File: src/rtl/doubleword_normalizer_if.sv
// Operand/result bundle for the doubleword normalizer.
// master drives operands and out_ready; slave is the normalizer itself.
interface doubleword_normalizer_if #(
    parameter int DATA_W = 64,
    parameter int CNT_W  = 7
);
    logic              in_valid;
    logic              in_ready;
    logic [DATA_W-1:0] data_in;
    logic              data_tc;
    logic              out_valid;
    logic              out_ready;
    logic [CNT_W-1:0]  norm_cnt;
    logic [DATA_W-1:0] data_norm;
    logic              is_zero;

    modport master (
        output in_valid, data_in, data_tc, out_ready,
        input  in_ready, out_valid, norm_cnt, data_norm, is_zero
    );

    modport slave (
        input  in_valid, data_in, data_tc, out_ready,
        output in_ready, out_valid, norm_cnt, data_norm, is_zero
    );
endinterface

File: src/rtl/doubleword_normalizer.sv
// Two-stage 64-bit normalizer: leading-zero / redundant-sign count plus left-justify.
// Stage 1 counts whole matching groups, stage 2 finishes the count and shifts.
module doubleword_normalizer #(
    parameter int DATA_W = 64,
    parameter int CNT_W  = 7,
    parameter int GRP_W  = 16
) (
    input  logic                  clk,
    input  logic                  reset,
    doubleword_normalizer_if.slave bus
);
    localparam int NGRP = DATA_W / GRP_W;
    localparam int GC_W = $clog2(NGRP + 1);

    // Handshake: a word moves on valid & ready at the rising edge. A producer
    // holds valid and payload until ready; out_valid and the result stay put
    // until out_ready. in_ready never looks at in_valid.
    logic              s1_valid;
    logic [DATA_W-1:0] s1_data;
    logic              s1_tc;
    logic [GC_W-1:0]   s1_coarse;

    logic              out_valid_q;
    logic [CNT_W-1:0]  norm_cnt_q;
    logic [DATA_W-1:0] data_norm_q;
    logic              is_zero_q;

    logic adv2;
    logic in_xfer;

    assign adv2         = !out_valid_q || bus.out_ready;
    assign bus.in_ready = !s1_valid || adv2;
    assign in_xfer      = bus.in_valid && bus.in_ready;

    assign bus.out_valid = out_valid_q;
    assign bus.norm_cnt  = norm_cnt_q;
    assign bus.data_norm = data_norm_q;
    assign bus.is_zero   = is_zero_q;

    // Stage 1: leading groups equal to the fill bit (0 unsigned, bit 63 signed).
    logic [GC_W-1:0]  coarse;
    logic             s1_stop;
    logic             fill_in;
    logic [GRP_W-1:0] grp;

    always_comb begin
        coarse  = '0;
        s1_stop = 1'b0;
        grp     = '0;
        fill_in = bus.data_tc & bus.data_in[DATA_W-1];
        for (int g = 0; g < NGRP; g++) begin
            grp = bus.data_in[DATA_W-1-g*GRP_W -: GRP_W];
            if (!s1_stop && (grp == {GRP_W{fill_in}})) begin
                coarse = coarse + GC_W'(1);
            end else begin
                s1_stop = 1'b1;
            end
        end
    end

    always_ff @(posedge clk) begin
        if (reset) begin
            s1_valid  <= 1'b0;
            s1_data   <= '0;
            s1_tc     <= 1'b0;
            s1_coarse <= '0;
        end else if (in_xfer) begin
            s1_valid  <= 1'b1;
            s1_data   <= bus.data_in;
            s1_tc     <= bus.data_tc;
            s1_coarse <= coarse;
        end else if (adv2) begin
            s1_valid <= 1'b0;
        end
    end

    // Stage 2: fine count inside the first non-matching group, then shift.
    logic              fill_s1;
    logic [CNT_W-1:0]  base;
    logic [DATA_W-1:0] grp_aligned;
    logic [GRP_W-1:0]  top;
    logic [CNT_W-1:0]  fine;
    logic              s2_stop;
    logic              all_fill;
    logic [CNT_W-1:0]  lead;
    logic [CNT_W-1:0]  cnt_next;
    logic [DATA_W-1:0] norm_next;

    always_comb begin
        fill_s1     = s1_tc & s1_data[DATA_W-1];
        base        = CNT_W'(s1_coarse) * CNT_W'(GRP_W);
        grp_aligned = s1_data << base;
        top         = grp_aligned[DATA_W-1 -: GRP_W];
        fine        = '0;
        s2_stop     = 1'b0;
        for (int b = GRP_W - 1; b >= 0; b--) begin
            if (!s2_stop && (top[b] == fill_s1)) begin
                fine = fine + CNT_W'(1);
            end else begin
                s2_stop = 1'b1;
            end
        end
        all_fill = (s1_coarse == GC_W'(NGRP));
        lead     = all_fill ? CNT_W'(DATA_W) : (base + fine);
        // The sign bit itself is not redundant, so signed mode counts one less.
        cnt_next  = s1_tc ? (lead - CNT_W'(1)) : lead;
        norm_next = s1_data << cnt_next;
    end

    always_ff @(posedge clk) begin
        if (reset) begin
            out_valid_q <= 1'b0;
            norm_cnt_q  <= '0;
            data_norm_q <= '0;
            is_zero_q   <= 1'b0;
        end else if (adv2) begin
            out_valid_q <= s1_valid;
            if (s1_valid) begin
                norm_cnt_q  <= cnt_next;
                data_norm_q <= norm_next;
                is_zero_q   <= all_fill;
            end
        end
    end
endmodule

File: src/flat_wrapper.sv
// flat-port wrapper written by rule: the top's interface ports become plain ports
module doubleword_normalizer_flat 
#(
    parameter int DATA_W = 64,
    parameter int CNT_W  = 7,
    parameter int GRP_W  = 16
)
  (clk, reset, bus_in_valid, bus_data_in, bus_data_tc, bus_out_ready, bus_in_ready, bus_out_valid, bus_norm_cnt, bus_data_norm, bus_is_zero);
  doubleword_normalizer_if #(.DATA_W(DATA_W), .CNT_W(CNT_W)) bus_i ();
  input  logic clk;
  input  logic reset;
  input wire logic [$bits(bus_i.in_valid)-1:0] bus_in_valid;
  input wire logic [$bits(bus_i.data_in)-1:0] bus_data_in;
  input wire logic [$bits(bus_i.data_tc)-1:0] bus_data_tc;
  input wire logic [$bits(bus_i.out_ready)-1:0] bus_out_ready;
  output wire logic [$bits(bus_i.in_ready)-1:0] bus_in_ready;
  output wire logic [$bits(bus_i.out_valid)-1:0] bus_out_valid;
  output wire logic [$bits(bus_i.norm_cnt)-1:0] bus_norm_cnt;
  output wire logic [$bits(bus_i.data_norm)-1:0] bus_data_norm;
  output wire logic [$bits(bus_i.is_zero)-1:0] bus_is_zero;
  assign bus_i.in_valid = bus_in_valid;
  assign bus_i.data_in = bus_data_in;
  assign bus_i.data_tc = bus_data_tc;
  assign bus_i.out_ready = bus_out_ready;
  assign bus_in_ready = bus_i.in_ready;
  assign bus_out_valid = bus_i.out_valid;
  assign bus_norm_cnt = bus_i.norm_cnt;
  assign bus_data_norm = bus_i.data_norm;
  assign bus_is_zero = bus_i.is_zero;
  doubleword_normalizer #(.DATA_W(DATA_W), .CNT_W(CNT_W), .GRP_W(GRP_W)) u_core (.clk(clk), .reset(reset), .bus(bus_i));
endmodule
File: config.mk
export PLATFORM = sky130hd
export DESIGN_NAME = doubleword_normalizer_flat
export DESIGN_NICKNAME = d
export VERILOG_FILES = /design/src/rtl/doubleword_normalizer_if.sv /design/src/rtl/doubleword_normalizer.sv /design/src/flat_wrapper.sv
export SDC_FILE = /design/constraint.sdc
export NUM_CORES = 1
export LEC_CHECK = 0
export BUFFER_PORTS_ARGS = -buffer_cell sky130_fd_sc_hd__buf_2
export CAP_MARGIN = 20
export CORE_MARGIN = 2
export CORE_UTILIZATION = 30
export DETAILED_ROUTE_END_ITERATION = 12
export PLACE_DENSITY = 0.44
export SLEW_MARGIN = 40
export SYNTH_ARGS = -nofsm -noshare
export SYNTH_HDL_FRONTEND = slang
export SYNTH_SLANG_ARGS = --single-unit
File: constraint.sdc
create_clock -name clk -period 32.8 [get_ports clk]
set_clock_uncertainty 0.2 [all_clocks]
set_input_delay 3.28 -clock clk [delete_from_list [all_inputs] [get_ports clk]]
set_output_delay 3.28 -clock clk [all_outputs]
set_load 0.1 [all_outputs]
==> summary.md, run 1 <==
| Metric | Value |
|---|---|
| Status | complete, no violations |
| XOR/XNOR share of the synthesized area | 3.29% |
| Synth unique cells | just over 90 |
| Initial antenna violation count | 1 |
| Die Wd | slightly above 200 um |
| Pre-CTS setup slack | 19.55 ns |
| Hold_buf cts | 0 |
| # DRC | 0 |
| Final Cycle Share | between 40% and 50% |
| Final ANT Viol Nets | 0 |
| Slack of the critical path | about 20 ns |
| Tightest Pin Transition | 0.923 ns |
| Aggregate global-route resource usage | between 20% and 30% |
| CP required | 32.93 ns |
| Post-CTS sizing | 0 |
| EDFF count, synth | 0 |
| Most frequent cells in the layout | 276 x nand2_1, 165 x mux2i_1, 142 x buf_2, 141 x dfxtp_1, 125 x a21oi_1 |
| Synth Area in Simple Gates | a little over a fifth |
| Number of global-route vias before repair | about 12000 |
| Drt pass-1 iters | 5 |
| CP max-delay cell | dfxtp_2 |
| Port bufs | 142 |
| Seq cells post-synth | between 100 and 150 |
| H-tree lvl count | 4 |
| Clk Tree Root Cell | clkbuf_16 |
| RSZ-0062 raised after global routing | false |
| Critical path peak fanout | 41 |
| CP Capture Type | flop |
| Slew Limit Headroom | 36.9% |
| Grt total ovfl | 0 |
| Hold Vio Cnt, Final | 0 |
| Endpoints failing setup | 0 |
| Drt via density | roughly 5.8 |
| Largest net degree at the start of global routing | 70 |
| Clk sinks | 142 |
| Most common cell after layout, fill and taps aside | nand2_1 |
| Pwr/cell area | roughly 92 nW/um^2 |
| Synth async-reset ratio | 0% |
| Initial Util | roughly 30% |
| Compound-gate portion of the synthesized area | between 20% and 30% |
| Critical path's largest stage delay | between 0.6 and 0.7 ns |
| Largest family of logic cells by synthesized area | compound AO/OA/AOI/OAI gates |
| Adder-Cell Fraction of Synth Area | around 1.9% |
| CTS Buffer Depth | 2 |
| First-pass GRT wire length | roughly 75000 um |
| Post-Syn Instances | between 1500 and 2000 |
| DP HPWL | 37700 um |
| IO Pins | between 100 and 150 |
| CTS tree | built |
| GRT busiest layer | met2 |
| Data arrival, critical path | around 13 ns |
| Gpl congestion | 0.909 |
| Post-synthesis mux area share | between 20% and 30% |
| Syn Area/Cell | 7.93 um^2 |
| Placed Instances | 2130 |
| Post-CTS setup buffers | 0 |
| Max Cap Viol | 0 |
| Max Fclk | 75.6 MHz |
| WS Path Type | flop to flop |
| Placed Instance Area | 13400 um^2 |
| DR WL/cell | between 20 and 25 um |
| # diodes | 0 |
| Critical Path Most Common Cell | ha_1 |
| Total CTS buffers | 17 |
| Layout Nets | approximately 1700 |
| Met3 GRT Util | approximately 3.1% |
| Post-route design area | around 14000 um^2 |
| Ys flop type | dfxtp_1 |
| Clock Pin Slew Worst Setup and Hold Paths | about 0.07 ns |
| Tmin final | between 10 and 15 ns |
| Drt initial violations | between 1000 and 1500 |
| CP Launch Type | flop |
| Synthesis-to-layout area growth | 13.3% |
| Die ar. | between 40000 and 50000 um^2 |
| Post-route insts no fill | between 2000 and 2500 |
| Clk_lat worst skew | about 0.44 ns |
| Die height | about 210 um |
| Share of layout cells above drive strength 1 | 18.8% |
| Setup TNS | 0 ns |
| YS warnings | 0 |
| HP Class | flop to flop |
| Max-slew violations | 0 |
| VDD IR max | around 0.071 mV |
| FP Rows | 74 |
| Cell Area, Synth | between 10000 and 15000 um^2 |
| Tot Pwr | 1.29 mW |
| Met2 usage | 38.2% |
| Via count | 12600 |
| GR Util met1 | roughly 31% |
| Core ar. | just over 40000 um^2 |
| Routed WL | between 40000 and 50000 um |
| Post-synthesis sequential area ratio | around 23% |
| Syn Nets | 1642 |
| Lkg Pwr | roughly 5.6 nW |
[worst max-delay path, delay by kind of cell (launching register included)]
kind,cells,cell delay (ns)
AOI/OAI and AO/OA,18,4.19
buffers and inverters,2,0.58
muxes,5,2.00
and+or+nand+nor,14,1.39
adders and majority gates,13,4.08
DFF,1,0.66
[synth_stat cells, types with 14 or more instances]
master,instances,share of area [%]
nand3_1,46,1.9
mux2i_1,166,13
o21ai_0,60,2.4
nand2_1,277,8.4
o221ai_1,18,1.3
buf_2,40,1.6
nor3_1,27,1.1
mux2_2,33,3.0
a22oi_1,24,1.5
xnor2_1,14,0.99
nand4_1,26,1.3
a21oi_1,125,5.1
clkbuf_1,52,1.6
nor2_1,95,2.9
nor4_1,20,1.0
o211ai_1,17,1.0
ha_1,16,1.6
dfxtp_1,142,23
o22ai_1,16,0.81
a32oi_1,15,1.1
mux4_2,22,4.0
and2_1,15,0.76
a22o_1,23,1.6
a211oi_1,16,0.97
inv_1,18,0.55
[kinds of logic after synthesis]
group	count (synthesis)
fa+ha+maj	19
mux	229
compound gates	425
flops	142
xor+xnor	30
simple gates	572
buf+inv	139
[where the power goes]
part,switching [mW],internal [mW],total [mW]
Sequential,0.0220,0.195,0.217
Combinational,0.603,0.269,0.873
Clock,0.0860,0.113,0.199
[state kept, by name, indices dropped and copies added, names as in the netlist]
signal and flops:
u_core.bus.data_norm 64, u_core.bus.is_zero 1, u_core.bus.norm_cnt 7, u_core.bus.out_valid 1, u_core.s1_coarse 3, u_core.s1_data 64, u_core.s1_tc 1, u_core.s1_valid 1
[layer usage]
metal / part of all wire, % / vias up
met1: 45 / 6219
met4: 2.8 / 2
li1: - / 5948
met5: 0.026 / -
met2: 47 / 394
met3: 5.1 / 66
[layout make-up]
| cell class | count | area, um^2 |
|---|---|---|
| clock inverter | 14 | 158 |
| sequential | 142 | 2840 |
| fill | 4365 | 26800 |
| tap | 532 | 666 |
| multi-input combinational | 1275 | 8950 |
| inverter | 20 | 75.1 |
| timing repair buffer | 161 | 857 |
| clock buffer | 18 | 429 |
[path summary, 6_finish.rpt]
| path | start | endpoint | slack [ns] | cells past startpoint |
|---|---|---|---|---|
| setup / recovery | u_core.s1_coarse[0] | u_core.bus.data_norm[59] | 19.58 | 52 |
| hold / removal | u_core.bus.data_norm[54] | u_core.bus.data_norm[54] | 0.24 | 2 |
| setup reg to reg | u_core.s1_coarse[0] | u_core.bus.data_norm[59] | 19.58 | 52 |
| hold reg to reg | u_core.bus.data_norm[54] | u_core.bus.data_norm[54] | 0.24 | 2 |
[metrics by stage]
| step | util [%] | hold slack, ns |
|---|---|---|
| 2_1_floorplan | - | 0.247 |
| 3_3_place_gp | 32.7 | 0.222 |
| 3_5_place_dp | 32.8 | 0.238 |
| 4_1_cts | 34.3 | 0.247 |
| 5_1_grt | 34.3 | 0.269 |
| 6_report | 34.3 | 0.241 |
Note: power is estimated with default switching activity, not from simulation.
==> inputs of run 2 (changes only) <==
- PLACE_DENSITY: 0.44 -> 0.45
- clock period: 32.8 -> 11.7 ns (I/O delays scaled with it)
==> summary.md, run 2 (synthesized netlist as in run 1, its figures left out) <==
| Metric | Value |
|---|---|
| First-pass GRT wire length | 76300 um |
| WS Path Type | flop to flop |
| Lkg Pwr | just over 6 nW |
| Core ar. | just over 40000 um^2 |
| CP Launch Type | flop |
| Initial Util | between 30% and 40% |
| Die ar. | around 43000 um^2 |
| Clk Tree Root Cell | clkbuf_16 |
| CP max-delay cell | mux4_2 |
| Data arrival, critical path | 11.46 ns |
| Via count | 13000 |
| Clk sinks | between 100 and 150 |
| Synthesis-to-layout area growth | 22.2% |
| Clock Pin Slew Worst Setup and Hold Paths | about 0.06 ns |
| VDD IR max | 0.286 mV |
| CTS Buffer Depth | 2 |
| Endpoints failing setup | 0 |
| Fillers | around 4300 |
| Worst Path Buf+Inv | 4 |
| Share of layout cells above drive strength 1 | between 20 and 30% |
| Critical path peak fanout | 6 |
| Drt pass-1 iters | 5 |
| Final Cycle Share | a little over nine tenths |
| # DRC | 0 |
| Clk_lat worst skew | roughly 0.44 ns |
| Setup TNS | 0 ns |
| Critical path's largest stage delay | between 0.5 and 0.6 ns |
| Port bufs | 142 |
| Final ANT Viol Nets | 0 |
| CTS tree | built |
| Placed Instance Area | between 10000 and 15000 um^2 |
| Slew Limit Headroom | around two fifths |
| HP Class | flop to flop |
| Max Cap Viol | 0 |
| Tightest Pin Transition | 0.871 ns |
| CP required | around 12 ns |
| Total CTS buffers | 17 |
| Gpl congestion | approximately 0.96 |
| Drt initial violations | just over 1000 |
| Aggregate global-route resource usage | between 20% and 30% |
| Hold_buf cts | 0 |
| H-tree lvl count | 4 |
| Initial antenna violation count | 1 |
| Tmin final | about 11 ns |
| Most frequent cells in the layout | 271 x nand2_1, 162 x mux2i_1, 142 x buf_2, 140 x dfxtp_1, 122 x a21oi_1 |
| Drt via density | ~5.8 |
| Grt total ovfl | 0 |
| Critical Path Most Common Cell | ha_4 |
| Max Fclk | approximately 88 MHz |
| Family with the most delay on the worst path | adder cells |
| Post-route design area | around 15000 um^2 |
| Die height | 207 um |
| Hold Vio Cnt, Final | 0 |
| Most common cell after layout, fill and taps aside | nand2_1 |
| Die Wd | 207 um |
| DR WL/cell | 22.6 um |
| FP Rows | 74 |
| IO Pins | between 100 and 150 |
| CP Capture Type | flop |
| Layout Nets | about 1800 |
| Pwr/cell area | ~260 nW/um^2 |
| Max-slew violations | 0 |
| Largest net degree at the start of global routing | between 90 and 100 |
| Number of global-route vias before repair | roughly 12000 |
| # diodes | 0 |
| Routed WL | ~51000 um |
| Final core utilization | a little under two fifths |
| DP HPWL | ~40000 um |
| Status | complete, no violations |
run 2: power breakdown:
| group | leakage (nW) | total, mW | switching [mW] | internal [mW] |
|---|---|---|---|---|
| clock network | 0.266 | 0.516 | 0.227 | 0.289 |
| logic | 4.72 | 2.77 | 1.78 | 0.984 |
| registers | 1.16 | 0.605 | 0.0594 | 0.545 |
run 2: worst paths after layout:
path	from	endpoint	slack (ns)	cells after the start
setup / recovery	u_core.s1_coarse[0]	u_core.bus.data_norm[58]	0.36	52
hold / removal	u_core.bus.data_norm[5]	u_core.bus.data_norm[5]	0.25	2
setup reg to reg	u_core.s1_coarse[0]	u_core.bus.data_norm[58]	0.36	52
hold reg to reg	u_core.bus.data_norm[5]	u_core.bus.data_norm[5]	0.25	2
run 2: tightest hold or removal path, cell delays in order (launching register included):
cell and delay (ns):
dfxtp_1 0.32, nand2_1 0.05, o31ai_1 0.05
run 2: layout make-up:
type                       instances  area, um^2  area share [%]
tap                              532         666            4.42
multi-input combinational       1275        9190            61.0
timing repair buffer             260        1740            11.6
clock inverter                    11        81.3           0.540
sequential                       142        2850            18.9
clock buffer                      21         470            3.12
inverter                          20        77.6           0.515
run 2: per-layer routing:
layer	GRT usage, %	part of all wire, %
met1	32.2	44
met2	39.0	48
met3	2.68	5.7
met4	7.14	2.5
met5	0	0
run 2: repair_timing:
action	CTS	global route
buffers inserted	3	13
endpoints found under the setup margin	64	66
gates resized for setup	8	53
gates cloned	0	1
pin swaps	5	35
run 2: through the flow:
step	total power, mW	worst slack, ns	std cells	hold slack, ns
floorplan	2.39	0.424	1556	0.247
global placement	3.23	-0.0120	2212	0.237
detailed placement	3.23	-0.223	2212	0.244
CTS	3.76	0.00282	2247	0.259
global route	4.08	-0.163	2261	0.282
finish	3.89	0.355	2261	0.253
==> inputs of run 3 (changes only) <==
- HOLD_SLACK_MARGIN: not set -> 0.03
- PLACE_DENSITY: 0.45 -> not set
- PLACE_DENSITY_LB_ADDON: not set -> 0.12
- RECOVER_POWER: not set -> 50
==> summary.md, run 3 (synthesized netlist as in run 1, its figures left out) <==
| Metric | Value |
|---|---|
| VDD IR max | approximately 0.21 mV |
| Clk sinks | between 100 and 150 |
| Layout Nets | between 1500 and 2000 |
| IO Pins | roughly 140 |
| Comb pwr share | 71.2% |
| HP Class | flop to flop |
| Clk pwr share | between 10% and 20% |
| Clock Pin Slew Worst Setup and Hold Paths | around 0.06 ns |
| Initial antenna violation count | 0 |
| Share of layout cells above drive strength 1 | between 20% and 30% |
| Critical Path Most Common Cell | nand2_1 |
| Drt initial violations | about 1200 |
| CP Launch Type | flop |
| Clk Tree Root Cell | clkbuf_16 |
| CP Capture Type | flop |
| # DRC | 0 |
| Tmin final | 11.36 ns |
| DP HPWL | 40700 um |
| Via count | about 13000 |
| Most common cell after layout, fill and taps aside | nand2_1 |
| Data arrival, critical path | 11.50 ns |
| Final Cycle Share | around 100% |
| Setup TNS | 0 ns |
| Largest net degree at the start of global routing | 77 |
| Max Cap Viol | 1 |
| # diodes | 0 |
| Endpoints failing setup | 0 |
| Met2 wire length | 24700 um |
| Die ar. | about 43000 um^2 |
| Port bufs | around 140 |
| Die Wd | between 200 and 250 um |
| Number of global-route vias before repair | between 10000 and 15000 |
| Max Fclk | 88.0 MHz |
| Met1 WL | 24000 um |
| Post-route design area | ~15000 um^2 |
| CP max-delay cell | fa_2 |
| Drt pass-1 iters | 6 |
| Clk_lat worst skew | 0.44 ns |
| Tightest Pin Transition | between 3 and 4 ns |
| Max-slew violations | 77 |
| Total CTS buffers | 17 |
| Die height | roughly 210 um |
| Aggregate global-route resource usage | between 20 and 25% |
| Sequential Power Share | 14.9% |
| Synthesis-to-layout area growth | 24.8% |
| Placed Instance Area | between 10000 and 15000 um^2 |
| Pwr/cell area | 263 nW/um^2 |
| Critical path peak fanout | 5 |
| Most frequent cells in the layout | 273 x nand2_1, 161 x mux2i_1, 141 x dfxtp_1, 120 x buf_4, 119 x a21oi_1 |
| Grt total ovfl | 0 |
| RSZ-0062 raised after global routing | true |
| Gpl congestion | slightly above 0.9 |
| Hold Vio Cnt, Final | 0 |
| Slew Limit Headroom | -125% |
| WS Path Type | flop to flop |
| H-tree lvl count | 4 |
| Hold_buf cts | 0 |
| DR WL/cell | around 23 um |
| Lkg Pwr | approximately 6 nW |
| Core ar. | approximately 40000 um^2 |
| Routed WL | between 50000 and 60000 um |
| Highest routed layer | met4 |
| FP Rows | 74 |
| Met3 wire len | roughly 2800 um |
| First-pass GRT wire length | 77900 um |
| NetSw | 2.14 mW |
| Violated checks | max-capacitance violations, max-slew violations |
| Final ANT Viol Nets | 0 |
| Status | finished, violations left |
| CP required | about 12 ns |
| CTS Buffer Depth | 2 |
| CTS tree | built |
| Switching share of total power | a little over half |
| Drt via density | around 5.7 |
| Internal power | between 1.5 and 2 mW |
| Critical path's largest stage delay | 0.58 ns |
| Initial Util | slightly above 30% |
## run 3: worst paths after layout
path	from	to	slack (ns)	cells after the start
hold reg to reg	u_core.bus.data_norm[54]	u_core.bus.data_norm[54]	0.26	2
hold / removal	u_core.bus.data_norm[54]	u_core.bus.data_norm[54]	0.26	2
setup / recovery	u_core.s1_data[61]	u_core.bus.data_norm[42]	0.34	56
setup reg to reg	u_core.s1_data[61]	u_core.bus.data_norm[42]	0.34	56
## run 3: metal layers
| layer | vias to the layer above | GRT usage [%] |
|---|---|---|
| met5 | - | 0 |
| met4 | 0 | 7.80 |
| met3 | 58 | 3.55 |
| met2 | 448 | 39.5 |
| met1 | 6418 | 33.1 |
| li1 | 6192 | - |
## run 3: worst max-delay path: cells and delay by family (launching register included)
family | cells | cell delay, ns
buffers and inverters | 4 | 0.34
and+or+nand+nor | 15 | 1.78
muxes | 5 | 1.71
AOI/OAI and AO/OA | 16 | 2.49
adders and majority gates | 14 | 4.00
xor gates and xnor gates | 2 | 0.35
DFF | 1 | 0.40
## run 3: what timing repair did
action / 4_1_cts / 5_1_grt
pin swaps: 4 / 68
resized for setup: 11 / 80
cloned: 0 / 3
endpoints found under the setup margin: 55 / 67
hold endpoints to repair: 0 / 0
setup buffers: 0 / 15
## run 3: power by group through the flow
stage | clock network, mW | registers [mW] | logic [mW]
floorplan | 0 | 0.937 | 1.45
global placement | 0 | 0.613 | 2.70
detailed placement | 0 | 0.613 | 2.69
CTS | 0.571 | 0.603 | 2.72
global route | 0.591 | 0.611 | 3.04
finish | 0.563 | 0.605 | 2.88
## run 3: metrics by stage
| stage | power, mW | cells | setup WS, ns | hold WS, ns | util [%] |
|---|---|---|---|---|---|
| after floorplan | 2.39 | 1556 | 0.424 | 0.247 | - |
| after global placement | 3.31 | 2233 | -0.0520 | 0.239 | 34.9 |
| after detailed placement | 3.30 | 2233 | -0.164 | 0.244 | 34.9 |
| after CTS | 3.89 | 2265 | -0.00558 | 0.257 | 36.5 |
| after global routing | 4.24 | 2283 | -0.182 | 0.285 | 37.8 |
| final | 4.05 | 2283 | 0.335 | 0.260 | 37.8 |
## run 3: cell type report
class                   instances  area (um^2)
flip-flops and latches        142         2850
clock inverters                14          156
well taps                     532          666
clock buffers                  18          439
multi-input cells            1275         9320
repair buffers                282         1890
fillers                      4353        25300
inverters                      20         77.6
